===== src/rtl/uart_tx_simple.sv =====
// UART transmitter: 8 data bits LSB first, optional odd/even parity, 1 or 2 stop bits.
// One byte per valid/ready handshake; all bit timing comes from a clk-based period counter.
module uart_tx_simple #(
    parameter int BAUD_RATE   = 115200,
    parameter int PARITY      = 0,
    parameter int STOP        = 1,
    parameter int CLK_FREQ_HZ = 33330000
) (
    input  logic       clk,
    input  logic       rst_n,
    input  logic [7:0] tx_byte,
    input  logic       tx_valid,
    output logic       tx_ready,
    output logic       serial_tx,
    output logic       tx_done
);
    localparam int CLKS_PER_BIT = CLK_FREQ_HZ / BAUD_RATE;
    localparam int CNT_W        = $clog2(CLKS_PER_BIT);
    localparam logic [CNT_W-1:0] CNT_LAST  = CNT_W'(CLKS_PER_BIT - 1);
    localparam logic [2:0]       STOP_LAST = 3'(STOP - 1);

    typedef enum logic [2:0] {
        IDLE,
        START_BIT,
        DATA_BITS,
        PARITY_BIT,
        STOP_BIT
    } state_t;

    state_t           state_reg, state_next;
    logic [CNT_W-1:0] clk_cnt_reg, clk_cnt_next;
    logic [2:0]       bit_cnt_reg, bit_cnt_next;
    logic [7:0]       shift_reg, shift_next;
    logic             parity_reg, parity_next;
    logic             tx_reg, tx_next;
    logic             ready_reg, ready_next;
    logic             done_reg, done_next;
    logic             bit_end;

    assign bit_end   = (clk_cnt_reg == CNT_LAST);
    assign tx_ready  = ready_reg;
    assign serial_tx = tx_reg;
    assign tx_done   = done_reg;

    always_ff @(posedge clk or negedge rst_n) begin
        if (!rst_n) begin
            state_reg   <= IDLE;
            clk_cnt_reg <= '0;
            bit_cnt_reg <= '0;
            shift_reg   <= '0;
            parity_reg  <= 1'b0;
            tx_reg      <= 1'b1;
            ready_reg   <= 1'b1;
            done_reg    <= 1'b0;
        end else begin
            state_reg   <= state_next;
            clk_cnt_reg <= clk_cnt_next;
            bit_cnt_reg <= bit_cnt_next;
            shift_reg   <= shift_next;
            parity_reg  <= parity_next;
            tx_reg      <= tx_next;
            ready_reg   <= ready_next;
            done_reg    <= done_next;
        end
    end

    always_comb begin
        state_next   = state_reg;
        clk_cnt_next = clk_cnt_reg;
        bit_cnt_next = bit_cnt_reg;
        shift_next   = shift_reg;
        parity_next  = parity_reg;
        tx_next      = tx_reg;
        ready_next   = ready_reg;
        done_next    = 1'b0;

        if (state_reg != IDLE) begin
            clk_cnt_next = bit_end ? '0 : clk_cnt_reg + 1'b1;
        end

        case (state_reg)
            IDLE: begin
                tx_next    = 1'b1;
                ready_next = 1'b1;
                if (tx_valid && ready_reg) begin
                    shift_next   = tx_byte;
                    parity_next  = (PARITY == 1) ? ~^tx_byte : ^tx_byte;
                    ready_next   = 1'b0;
                    tx_next      = 1'b0;
                    clk_cnt_next = '0;
                    state_next   = START_BIT;
                end
            end
            START_BIT: begin
                if (bit_end) begin
                    state_next   = DATA_BITS;
                    bit_cnt_next = '0;
                    tx_next      = shift_reg[0];
                end
            end
            DATA_BITS: begin
                if (bit_end) begin
                    if (bit_cnt_reg == 3'd7) begin
                        bit_cnt_next = '0;
                        if (PARITY != 0) begin
                            state_next = PARITY_BIT;
                            tx_next    = parity_reg;
                        end else begin
                            state_next = STOP_BIT;
                            tx_next    = 1'b1;
                        end
                    end else begin
                        // Next bit is already at position 1 before the shift lands.
                        bit_cnt_next = bit_cnt_reg + 3'd1;
                        shift_next   = {1'b0, shift_reg[7:1]};
                        tx_next      = shift_reg[1];
                    end
                end
            end
            PARITY_BIT: begin
                if (bit_end) begin
                    state_next   = STOP_BIT;
                    bit_cnt_next = '0;
                    tx_next      = 1'b1;
                end
            end
            STOP_BIT: begin
                tx_next = 1'b1;
                if (bit_end) begin
                    if (bit_cnt_reg == STOP_LAST) begin
                        state_next   = IDLE;
                        bit_cnt_next = '0;
                        ready_next   = 1'b1;
                        done_next    = 1'b1;
                    end else begin
                        bit_cnt_next = bit_cnt_reg + 3'd1;
                    end
                end
            end
            default: begin
                state_next = IDLE;
                tx_next    = 1'b1;
                ready_next = 1'b1;
            end
        endcase
    end
endmodule


===== config.mk =====
export PLATFORM = sky130hd
export DESIGN_NAME = uart_tx_simple
export DESIGN_NICKNAME = d
export VERILOG_FILES = /design/src/rtl/uart_tx_simple.sv
export SDC_FILE = /design/constraint.sdc
export NUM_CORES = 1
export LEC_CHECK = 0
export ABC_CLOCK_PERIOD_IN_PS = 5900
export CAP_MARGIN = 15
export CORE_ASPECT_RATIO = 1.4
export CORE_MARGIN = 5
export CORE_UTILIZATION = 45
export CTS_BUF_LIST = sky130_fd_sc_hd__clkbuf_4
export CTS_CLUSTER_SIZE = 10
export DETAILED_ROUTE_END_ITERATION = 12
export PLACE_DENSITY = 0.67
export SYNTH_ARGS = -nofsm -noshare
export SYNTH_HDL_FRONTEND = slang
export SYNTH_SLANG_ARGS = --single-unit

===== constraint.sdc =====
create_clock -name clk -period 5.9 [get_ports clk]
set_input_delay 0.885 -clock clk [delete_from_list [all_inputs] [get_ports clk]]
set_output_delay 0.885 -clock clk [all_outputs]
set_load 0.02 [all_outputs]

After elaboration in Yosys (flattened, before gate mapping). Cells that the tools add are included.

Flip-flop bits (word level): 26. Output and inout port bits: 3. Input bits: 11.

Reductions and logical operators: 13. Add/subtract/negate cells: 2. Bitwise gates (word level): 1. Equal/unequal tests: 15. Muxes and demuxes: 34.

Operators with widths (count): 2-to-1 mux 3 bit (12); 2-to-1 mux 9 bit (4); 2-to-1 mux 8 bit (3); inequality test 2 bit, second input constant (8); one-hot mux 8 bit (2 select lines) (1); one-hot mux 3 bit (5 select lines) (1); 2-to-1 mux 1 bit (10); adder 9 x 1 -> 9 bit, second input constant (1); equality test 9 bit, second input constant (1); one-hot mux 3 bit (3 select lines) (1); AND reduction 4 bit (2); AND reduction 7 bit (1); equality test 3 x 2 -> 1 bit, second input constant (2); equality test 3 bit, second input constant (2); logical NOT 3 bit (2); AND reduction 3 bit (2); nonzero test 3 bit (2); one-hot mux 1 bit (4 select lines) (1); adder 3 x 1 -> 3 bit, second input constant (1); equality test 3 x 1 -> 1 bit, second input constant (1); one-hot mux 1 bit (3 select lines) (1); OR reduction 3 bit (1); inequality test 2 x 1 -> 1 bit, second input constant (1); nonzero test 2 bit (1); other kinds (3) (3).

Depth between registers and ports, before layout.
Depth after elaboration: 5. Mapped depth: 7.

Least setup slack after synthesis. OpenSTA, ideal clock, no wires.

Path kind: register to register. From: register clk_cnt_reg[6]. To: register shift_reg[0]. Slack: 3712 ps. Data arrival time: 2063 ps. Stages on the path, launching flop included: 6. Setup time: 125 ps. Path buffers: 1. Clock period less this slack: 2188 ps. Data required time: 5775 ps. Path through: dfrtp_1 or4b_1 or4_1 buf_6 a2bb2oi_4 mux2_2.

Longest elaborated chain between the ends: 3.

RTL lines: start: declaration (line 31) `logic [CNT_W-1:0] clk_cnt_reg, clk_cnt_next;`; start signal: assignment (line 57) `clk_cnt_reg <= clk_cnt_next;`; equality test 9 bit (line 40) `assign bit_end = (clk_cnt_reg == CNT_LAST);`; inequality test 2 bit (no source line); AND reduction 4 bit (no source line); end signal: assignment (line 59) `shift_reg <= shift_next;`; end: declaration (line 33) `logic [7:0] shift_reg, shift_next;`.

No other way between the ends. A chain may end at the register's enable or synchronous reset.

Final worst setup path.
From: register clk_cnt_reg[6]. To: register shift_reg[6].

Same word-level chain as after synthesis.

==> flow_summary.toml <==
[final_layout]
final_cells = 193
final_common_cell = "dfrtp_1"
utilization_pct = 52.71
seq_area_um2 = 653.1
nets = 171
layout_common_cells = "dfrtp_1, mux2_2, clkdlybuf4s50_1"
num_antenna_cells = 0
final_cell_area_mm2 = 0.001630
fillers = 291
largest_reg_flops = 9
drive_above_1_share_pct = 17.53
multi_input_area_um2 = 726.9
area_delta_synth_final_pct = 13.11

[power]
power_mw = 0.5639
ir_drop_uv = 189.1
power_density_mw_per_mm2 = 345.9
p_leak_nw = 0.6631

[hold_path]
holdPathEnd = "shift_reg[3]"
min_path_cells = 1
hold_path.startpoint = "shift_reg[3]"
hold_class = "flip-flop to flip-flop"

[route]
ant_nets = 0
via_per_inst = 5.865
drtIter0Drc = 48
post_drt_wl_per_cell_um = 15.45
vias = 1132
firstDrtPassIters = 5
drt-total-wl_um = 2982
drc = 0

[synthesis]
yosysWarnings = 0
synthArstFlopShare_pct = 100.0
yosysUniqueCellTypes = 37
ys_seq_area_share_pct = 45.31
synth_edf_count = 0
synth_area_mm2 = 0.001441
syn_nets = 158
netlist_instances = 142
synth-seq-cells = 26
synth.avg_cell_area_um2 = 10.15
synth_flop_cell = "dfrtp_1"

[timing]
holdWs_ns = 0.5215
period_needed_ns = 2.442
rsz0062_at_grt = "no"
worst_pin_slew_ns = 0.8248
max_freq_mhz = 409.5
setup_tns_ns = 0
slew_headroom_pct = 44.50
worst_slack_ns = 3.458
maxSlewViolCount = 0
finalClockSkew_ns = 0.01076
finalSetupViolCount = 0
period_share_pct = 41.39
final-hold-violation-count = 0

[global_route]
grt_pass1_wl_um = 5175
grt_pass1_vias = 1159
grt_overflow = 0
grt_max_degree = 27
grt_usage_pct = 14.76
antenna_found_initial = 0

[floorplanning]
die_w_um = 57.83
die_y_um = 76.97
top_level_ports = 14
dieArea_mm2 = 0.004451
rows = 24
initial_core_util_pct = 46.60
core_area_mm2 = 0.003093

[setup_path]
reg2reg_slack_ns = 3.46
arrival_ns = 2.66
critPathLaunchType = "flip-flop"
r2r_cells = 4
rr_endpoint = "shift_reg[6]"
slowest_stage = "or4_1"
worstSetupPathType = "flip-flop to flip-flop"
worstSetupEndpointType = "flip-flop"
crit_required_ns = 6.12
cp_max_fo = 9
cpPeakStageDelay_ns = 0.61
path_cells = "or4b_1, or4_1, a2bb2oi_4, mux2_2"
r2r-start = "clk_cnt_reg[6]"

[placement]
dp_hpwl_um = 2262
io_buffers = 13
dp.cells = 189
place_area_mm2 = 0.001600
place.gp.congestion = 0.8213
post-place-ws_ns = 3.371

[clock_network]
ctsResizeCount = 0
cts_tree = "done"
cts-root-buf = "clkbuf_4"
clock_sinks = 26
post_cts_buffers = 0
ctsHoldBuffers = 0
clk_latency_ns = 0.33
cts_made_buffers = 3
h-tree-depth = 1
clk_pin_slew_ns = 0.14
cts_buffer_depth = 2

[status]
outcome = "completed"

[run]
drv_cap = 0
cell families (layout without fill, tap and decap cells):
logic type | after synthesis | in the layout | share of synthesized area [%]
xor+xnor | 2 | 2 | 1.215
buf+inv | 14 | 26 | 4.254
compound gates | 31 | 31 | 15.37
simple gates | 48 | 48 | 17.10
flops | 26 | 26 | 45.31
mux | 16 | 16 | 12.41
fa+ha+maj | 5 | 5 | 4.340
how the worst max path moves through the flow:
| stage | start | to | slack, ns | cells past startpoint |
|---|---|---|---|---|
| 4_1_cts | clk_cnt_reg[6] | shift_reg[6] | 3.46 | 4 |
| 3_3_place_gp | tx_valid | shift_reg[2] | 3.41 | 5 |
| 5_1_grt | clk_cnt_reg[6] | shift_reg[6] | 3.36 | 4 |
| 2_1_floorplan | clk_cnt_reg[6] | shift_reg[0] | 3.71 | 5 |
| 6_report | clk_cnt_reg[6] | shift_reg[6] | 3.46 | 4 |
| 3_5_place_dp | tx_valid | shift_reg[6] | 3.37 | 5 |
worst max-delay path: cells and delay by family, from the launching register on:
family / cells / cell delay (ns)
simple gates: 2 / 1.18
flops: 1 / 0.44
mux: 1 / 0.37
compound gates: 1 / 0.33
layout make-up:
class                      instances  share of cell area, %
sequential                        26                  40.06
inverter                           7                  1.612
tap                               39                  2.993
timing repair buffer              15                  8.903
clock buffer                       4                  1.842
multi-input combinational        102                  44.59
report_power, final:
group / total, mW / switching [mW] / internal, mW / leakage, nW
registers: 0.298 / 0.0575 / 0.240 / 0.328
logic: 0.183 / 0.0889 / 0.0939 / 0.317
clock network: 0.0832 / 0.0521 / 0.0311 / 0.0184
routing by layer:
metal	vias up	global-route usage [%]	part of all wire, %
met1	551	16.51	39
met2	31	25.90	54
met5	-	0	0
met4	0	8.585	3.5
met3	13	1.849	3.8
li1	537	-	-
synthesized netlist by cell type (all sizes together), types with 2 or more instances:
library cell / n / share of area (%)
nand3: 8 / 2.8
clkbuf: 5 / 1.3
a21oi: 6 / 2.1
dfstp: 2 / 3.6
dfrtp: 24 / 42
mux2: 15 / 12
nor2: 7 / 1.8
a2bb2oi: 2 / 2.4
nor3: 6 / 2.1
o21ai: 10 / 3.5
nand2: 12 / 3.1
a21o: 3 / 1.6
xnor2: 2 / 1.2
o31ai: 2 / 1.0
or3: 3 / 1.3
ha: 5 / 4.3
nand2b: 2 / 0.87
nand3b: 2 / 1.0
nor4: 4 / 1.7
inv: 7 / 1.8
buf: 2 / 1.1
(Power assumes the default switching activity.)
==> edit, RTL diff (same flow settings) <==
Re-encode `state_t` (5 states) as Gray code, 3 bits wide.
--- a/src/rtl/uart_tx_simple.sv
+++ b/src/rtl/uart_tx_simple.sv
@@ -21,9 +21,9 @@
 
     typedef enum logic [2:0] {
-        IDLE,
-        START_BIT,
-        DATA_BITS,
-        PARITY_BIT,
-        STOP_BIT
+        IDLE       = 3'b000,
+        START_BIT  = 3'b001,
+        DATA_BITS  = 3'b011,
+        PARITY_BIT = 3'b010,
+        STOP_BIT   = 3'b110
     } state_t;
 
Formal check against the unedited RTL: same outputs for any inputs over 10 cycles, from zero or initial values and one cycle with rst_n low; not proved beyond that.
==> edit against the unedited design <==
  * Cell count up 3.6%
  * Cell area up 5.5%
  * First-iteration DRC count fell by 40%
  * Sequential share of layout area fell by 2.1 points
  * Sequential cell count is the same
  * Wire length is 4.7% higher
  * Setup slack worse by 0.013 ns
  * Synthesized area grew 5.5%
  * Critical path depth decreased by 3
Power is not compared: it rests on default switching activity, and its combinational part moved more than twofold at a synthesized area within 25%.
==> edit: results (changes against the unedited design) <==
[outcome]
status = finished clean  ; unchanged

[drt]
wl_met2_um = 1630  ; was 1610 um
routed_wl_um = 3120  ; was 2980 um
drt-initial-drc-count = 29  ; was 48
via_per_inst = 5.94  ; was 5.87
vias = 1187  ; was 1132
first_pass_iters = 4  ; was 5

[global_routing]
use_met1_pct = 18.6  ; was 16.5%
grt_util_all_layers_pct = 14.8  ; about the same
gr-usage-met2_pct = 26.1  ; was 25.9%
use_met3_pct = 2.28  ; was 1.85%

[worst_setup_path]
crit_arrival_ns = 1.57  ; was 2.66 ns
timing.rr.start = state_reg[0]$_DFFE_PN0P_  ; was clk_cnt_reg[6]$_DFF_PN0_
crit_fanout = 5  ; was 9
crit_family = buffers and inverters  ; was simple AND/OR/NAND/NOR gates
crit_path_start = tx_ready$_DFFE_PN1P_  ; was clk_cnt_reg[6]$_DFF_PN0_

[placement]
hpwl_um = 2370  ; was 2260 um
dp_slack_ns = 3.49  ; was 3.37 ns
gp_congestion = 0.806  ; was 0.821

[sta]
finClkSkew_ns = 0.0159  ; was 0.0108 ns
worstMarginPinSlew_ns = 0.713  ; was 0.825 ns

[synthesis]
synth_area_leaders = dfrtp_1 (40%), mux2_4 (6.9%), mux2_1 (4.4%), ha_1 (4.1%), nand2_1 (4.0%)  ; was dfrtp_1 (42%), mux2_2 (12%), ha_1 (4.3%), dfstp_2 (3.6%), o21ai_0 (3.5%)
ys_types = 45  ; was 37
synthTopCellsByCount = dfrtp_1 (24), nand2_1 (16), a21oi_1 (9)  ; was dfrtp_1 (24), mux2_2 (15), nand2_1 (12)
avgSynthCellArea_um2 = 10.3  ; was 10.2 um^2
seq_area_frac_synth_pct = 43.0  ; was 45.3%

[worst_hold_path]
min_from = shift_reg[5]$_DFFE_PN0P_  ; was shift_reg[3]$_DFFE_PN0P_

[edit: changes by cell type in the layout (fill, tap and decap cells not counted), moves of 3 or more]
cell | before | now
a21oi_1 | 6 | 9
a31oi_1 | 1 | 4
a41oi_1 | 0 | 3
mux2_1 | 0 | 6
mux2_2 | 15 | 0
mux2_4 | 0 | 7
nand2_1 | 12 | 16
nand3_1 | 8 | 4
nor4_1 | 4 | 1
o21ai_0 | 10 | 6
o21ai_1 | 0 | 4
[edit: cell families (layout without fill, tap and decap cells)]
kind of cell / after synthesis / after routing / synth area share [%]
flip-flops: 26 / 26 / 43.0
adder cells (fa/ha/maj): 5 / 5 / 4.12
AO/OA/AOI/OAI: 36 / 36 / 15.8
multiplexers: 13 / 13 / 11.4
XOR/XNOR: 1 / 1 / 0.576
buffers and inverters: 13 / 25 / 4.36
AND/OR/NAND/NOR: 54 / 54 / 20.8
[edit: path summary, 6_finish.rpt]
kind,end,slack (ns),depth (start not counted)
worst max-delay path,tx_ready,3.44,1
worst min-delay path,shift_reg[5]$_DFFE_PN0P_,0.53,1
worst max register to register,shift_reg[6]$_DFFE_PN0P_,3.88,4
worst min register to register,shift_reg[5]$_DFFE_PN0P_,0.53,1
max in group asynchronous,serial_tx$_DFFE_PN1P_,4.69,2
min in group asynchronous,clk_cnt_reg[2]$_DFF_PN0_,0.89,2
[edit: cell type report]
type / count / area (um^2)
Clock buffer: 3 / 22.5
Clock inverter: 1 / 30.0
Fill cell: 322 / 1600
Inverter: 7 / 26.3
Multi-Input combinational cell: 109 / 801
Sequential cell: 26 / 653
Tap cell: 40 / 50.0
Timing Repair Buffer: 14 / 138
